### config.mk
export PLATFORM = sky130hd
export DESIGN_NAME = apb_timer_slave
export DESIGN_NICKNAME = d
export VERILOG_FILES = /design/src/rtl/apb_timer_slave.sv
export SDC_FILE = /design/constraint.sdc
export NUM_CORES = 1
export LEC_CHECK = 0
export BUFFER_PORTS_ARGS = -buffer_cell sky130_fd_sc_hd__buf_2
export CAP_MARGIN = 20
export CORE_MARGIN = 3
export CORE_UTILIZATION = 40
export DETAILED_ROUTE_END_ITERATION = 10
export HOLD_SLACK_MARGIN = 0.06
export SETUP_SLACK_MARGIN = 0.05
export SKIP_LAST_GASP = 1
export SLEW_MARGIN = 30
export SYNTH_ARGS = -nofsm -noshare
export SYNTH_HDL_FRONTEND = slang
export SYNTH_SLANG_ARGS = --single-unit
### constraint.sdc
create_clock -name Hclk -period 2.3 [get_ports Hclk]
set_input_delay 0.115 -clock Hclk [delete_from_list [all_inputs] [get_ports Hclk]]
set_output_delay 0.115 -clock Hclk [all_outputs]
set_load 0.01 [all_outputs]
### src/rtl/apb_timer_slave.sv
// APB2 down-counting timer slave: CTRL/LOAD/VALUE/STATUS registers, one-shot or periodic expiry, level IRQ.
// Optional prescaler is built when TIMER_PRESCALER_EN is defined; the default build has none.
module apb_timer_slave #(
    parameter int CNT_W   = 32,
    parameter int PRESC_W = 16
) (
    input  logic        Hclk,
    input  logic        Hreset,
    input  logic        Psel,
    input  logic        Penable,
    input  logic        Pwrite,
    input  logic [31:0] Paddr,
    input  logic [31:0] Pwdata,
    output logic [31:0] Prdata,
    output logic        Tirq
);

    localparam logic [2:0] ADDR_CTRL   = 3'd0;
    localparam logic [2:0] ADDR_LOAD   = 3'd1;
    localparam logic [2:0] ADDR_VALUE  = 3'd2;
    localparam logic [2:0] ADDR_STATUS = 3'd3;
    localparam logic [2:0] ADDR_PRESC  = 3'd4;

    logic [2:0]       reg_addr;
    logic             wr_en;
    logic             rd_setup;
    logic             wr_ctrl;
    logic             wr_load;
    logic             wr_status;
    logic             wr_presc;
    logic             ctrl_en;
    logic             ctrl_periodic;
    logic             ctrl_ie;
    logic [CNT_W-1:0] load_r;
    logic [CNT_W-1:0] value_r;
    logic             expired;
    logic             tick;
    logic             expire;
    logic [31:0]      presc_rd;
    logic [31:0]      rdata_mux;
    logic             unused_bits;

    assign reg_addr  = Paddr[4:2];
    assign wr_en     = Psel & Penable & Pwrite;
    assign rd_setup  = Psel & ~Penable & ~Pwrite;
    assign wr_ctrl   = wr_en && (reg_addr == ADDR_CTRL);
    assign wr_load   = wr_en && (reg_addr == ADDR_LOAD);
    assign wr_status = wr_en && (reg_addr == ADDR_STATUS);
    assign wr_presc  = wr_en && (reg_addr == ADDR_PRESC);

    assign unused_bits = &{1'b0, Paddr[31:5], Paddr[1:0], Pwdata, wr_presc};

`ifdef TIMER_PRESCALER_EN
    logic [PRESC_W-1:0] presc_r;
    logic [PRESC_W-1:0] presc_cnt;

    assign tick     = ctrl_en && (presc_cnt == presc_r);
    assign presc_rd = 32'(presc_r);

    // Count restarts from 0 whenever the timer is stopped or the divide ratio changes.
    always_ff @(posedge Hclk) begin
        if (Hreset) begin
            presc_r   <= '0;
            presc_cnt <= '0;
        end else begin
            if (wr_presc) begin
                presc_r <= Pwdata[PRESC_W-1:0];
            end
            if (!ctrl_en || wr_presc) begin
                presc_cnt <= '0;
            end else if (presc_cnt == presc_r) begin
                presc_cnt <= '0;
            end else begin
                presc_cnt <= presc_cnt + PRESC_W'(1);
            end
        end
    end
`else
    assign tick     = ctrl_en;
    assign presc_rd = 32'd0;
`endif

    assign expire = tick && (value_r == CNT_W'(1));

    always_comb begin
        rdata_mux = 32'd0;
        case (reg_addr)
            ADDR_CTRL:   rdata_mux = 32'({ctrl_ie, ctrl_periodic, ctrl_en});
            ADDR_LOAD:   rdata_mux = 32'(load_r);
            ADDR_VALUE:  rdata_mux = 32'(value_r);
            ADDR_STATUS: rdata_mux = 32'(expired);
            ADDR_PRESC:  rdata_mux = presc_rd;
            default:     rdata_mux = 32'd0;
        endcase
    end

    // Later assignments deliberately override earlier ones: bus writes beat the
    // counter, and a fresh expiry beats a same-cycle W1C.
    always_ff @(posedge Hclk) begin
        if (Hreset) begin
            ctrl_en       <= 1'b0;
            ctrl_periodic <= 1'b0;
            ctrl_ie       <= 1'b0;
            load_r        <= '0;
            value_r       <= '0;
            expired       <= 1'b0;
            Prdata        <= 32'd0;
            Tirq          <= 1'b0;
        end else begin
            Prdata <= rd_setup ? rdata_mux : 32'd0;
            Tirq   <= expired & ctrl_ie;

            if (tick && (value_r != '0)) begin
                if (value_r == CNT_W'(1)) begin
                    if (ctrl_periodic) begin
                        value_r <= load_r;
                    end else begin
                        value_r <= '0;
                        ctrl_en <= 1'b0;
                    end
                end else begin
                    value_r <= value_r - CNT_W'(1);
                end
            end

            if (wr_ctrl) begin
                ctrl_en       <= Pwdata[0];
                ctrl_periodic <= Pwdata[1];
                ctrl_ie       <= Pwdata[2];
            end

            if (wr_load) begin
                load_r  <= Pwdata[CNT_W-1:0];
                value_r <= Pwdata[CNT_W-1:0];
            end

            if (wr_status && Pwdata[0]) begin
                expired <= 1'b0;
            end
            if (expire) begin
                expired <= 1'b1;
            end
        end
    end

endmodule

==> flow_summary.ini <==
[power_and_ir_drop]
power_frac_comb_pct = 19.1
vdd_drop_max_mv = 0.403
seqPwrFrac_pct = 44.3
power.density_mw_per_mm2 = 606
leakagePower_nw = 2.66
cellInternalPower_mw = 2.96
switching_power_mw = 1.06
clkPwrFrac_pct = 36.6
p_sw_share_pct = 26.3

[clock_network]
clk_pin_slew_ns = 0.07
cts.sinks = 101
h-tree-depth = 3
worstSkewPairLatency_ns = 0.35
cts-root-buf = clkbuf_16
cts_buffers = 9
cts_tree = done
clock_path_buffers = 2

[floorplan]
core_mm2 = 0.0116
die_h_um = 116
die_width_um = 116
num_rows = 39
ios = 102
dieArea_mm2 = 0.0134
initial_utilization_pct = 41.5

[route]
vias = 5045
wl_per_cell_um = 18.3
drcViolationCount = 0
wirelength_um = 16100
avgViaCountPerCell = 5.73
dr.pass1.iters = 5
postRouteAntennaNets = 0
first_iter_violations = 389

[placement]
place_area_mm2 = 0.00575
hpwl_um = 10600
place_ws_ns = -0.00105
routabilityCongestion = 0.907
portBuffers = 72

[job]
cap_violations = 0

[timing]
slew_viol_final = 0
rsz0062_at_grt = yes
fmax_mhz = 447
hold_viol = 0
period_share_pct = 97.3
worst_clock_skew_ns = 0.00679
max_slew_margin_pct = 63.8
fin_ws_ns = 0.0616
worst_pin_slew_ns = 0.541
min_period_ns = 2.24
holdWs_ns = 0.0653
setup_violations = 0

[outcome]
status = completed

[logic_synthesis]
ys_seq_elements = 101
syn_nets = 656
synthFlopType = dfxtp_1
async_flop_share_pct = 0
synth.area.top_cells = dfxtp_1, nand2_1, nor2_1, a21oi_1, a22oi_1
ys_seq_area_share_pct = 42.0
post-synth-top-area-fraction_pct = 42.0
ys_types = 71
synth_cells = 585
synth_area_per_cell_um2 = 8.23
synth_edf_count = 0
synth.largest_area_cell = dfxtp_1
synth_common_cells = dfxtp_1, nand2_1, nor2_1
synth_warnings = 0
yosysMostFrequentCell = dfxtp_1
synth_area_mm2 = 0.00482

[finish]
fin_area_mm2 = 0.00663
drive_gt1_share_pct = 30.0
antennaDiodeCount = 0
nNetsFinal = 804
areaGrowthSynthToFinish_pct = 37.8

[global_routing]
first_global_vias = 4920
grt_max_degree = 59
grt_pass1_wl_um = 25200
grt_antenna_before_repair = 0
grt_overflow = 0
grtUsageTotal_pct = 24.1

[worst_hold_path]
holdCritPathClass = in2reg
hold_path_depth = 3

[worst_setup_path]
worstPathArrival_ns = 2.49
rrSetupSlack_ns = 0.06
worstRegToRegCells = 9
crit_required_ns = 2.55
critPathLaunchType = flop
cp_max_fo = 5
crit_type = reg2reg
endpoint_kind = flop
cell type report:
type,instances,area [um^2]
Fill cell,1081,4980
Clock inverter,1,5.00
Inverter,3,11.3
Timing Repair Buffer,186,1380
Clock buffer,14,274
Multi-Input combinational cell,432,2760
Tap cell,143,179
Sequential cell,101,2030
metrics by stage:
stage               util (%)  power (mW)  std cells  TNS (ns)
floorplan                  -        2.20        585         0
global placement        49.5        2.43        824         0
detailed placement      49.5        2.44        824  -0.00105
CTS                     54.4        3.93        867         0
global route            57.1        4.17        880   -0.0472
finish                  57.1        4.02        880         0
timing repair:
action | CTS | global route
gates resized for setup | 2 | 54
hold buffers | 28 | 0
endpoints found under the setup margin | 10 | 32
pin swaps | 0 | 21
setup buffers | 0 | 14
endpoints found under the hold margin | 32 | 0
final timing paths:
check,from,endpoint
worst max-delay path,value_r[25],value_r[26]
worst min-delay path,Pwdata[20],load_r[20]
worst max register to register,value_r[25],value_r[26]
worst min register to register,expired,Tirq
critical path, stage by stage, from the launching register on:
cell and delay, ns:
dfxtp_1 0.34, nor4_2 0.39, nand4_1 0.17, buf_6 0.17, o31ai_4 0.27, buf_6 0.17, buf_12 0.11, nor4_2 0.03
a221o_1 0.27, a32o_1 0.20
routing by layer:
layer  global-route usage (%)  wire length (um)  up-vias
li1                         -                 -     2454
met1                     32.0              7330     2401
met2                     39.6              7580      167
met3                     4.60               869       23
met4                     7.66               294        0
met5                        0                 0        -
power by group through the flow:
| stage | registers (mW) | clock network (mW) | logic, mW |
|---|---|---|---|
| after floorplan | 1.82 | 0 | 0.387 |
| after global placement | 1.82 | 0 | 0.614 |
| after detailed placement | 1.82 | 0 | 0.620 |
| after CTS | 1.78 | 1.49 | 0.666 |
| after global routing | 1.78 | 1.55 | 0.835 |
| final | 1.78 | 1.47 | 0.768 |
cells in the final DEF, fill, tap and decap left out, types with 3 or more instances in the layout:
| cell type | instances |
|---|---|
| dfxtp_1 | 97 |
| nand2_1 | 81 |
| buf_2 | 72 |
| buf_4 | 72 |
| nor2_1 | 64 |
| a21oi_1 | 47 |
| a22oi_1 | 29 |
| dlygate4sd3_1 | 28 |
| o21ai_0 | 27 |
| nor3_1 | 18 |
| nand3_1 | 16 |
| a221oi_1 | 10 |
| clkbuf_16 | 9 |
| buf_6 | 9 |
| or4_1 | 8 |
| o21ai_1 | 8 |
| nor4_4 | 7 |
| o211ai_1 | 7 |
| nand4_1 | 6 |
| nor4_1 | 5 |
| a32o_1 | 5 |
| mux2i_1 | 5 |
| buf_12 | 5 |
| nor3_2 | 4 |
| nor2_4 | 4 |
| a211oi_2 | 4 |
| or3_1 | 4 |
| a222oi_1 | 4 |
| dfxtp_2 | 4 |
| and2_1 | 3 |
| o22ai_1 | 3 |
| a211oi_1 | 3 |
| nor2b_1 | 3 |
| clkbuf_8 | 3 |
kinds of logic after synthesis:
kind of cell / after synthesis / synth area share (%)
AND/OR/NAND/NOR: 249 / 26.1
AO/OA/AOI/OAI: 173 / 24.4
flip-flops: 101 / 42.0
buffers and inverters: 52 / 5.14
multiplexers: 6 / 1.51
XOR/XNOR: 2 / 0.364
adder cells (fa/ha/maj): 2 / 0.520
flip-flops by register name (all words and copies together), names as in the netlist:
register and count:
Tirq 1, Prdata 32, expired 1, ctrl_periodic 1
ctrl_en 1, value_r 32, ctrl_ie 1, load_r 32
Power figures use the tool's default switching activity.
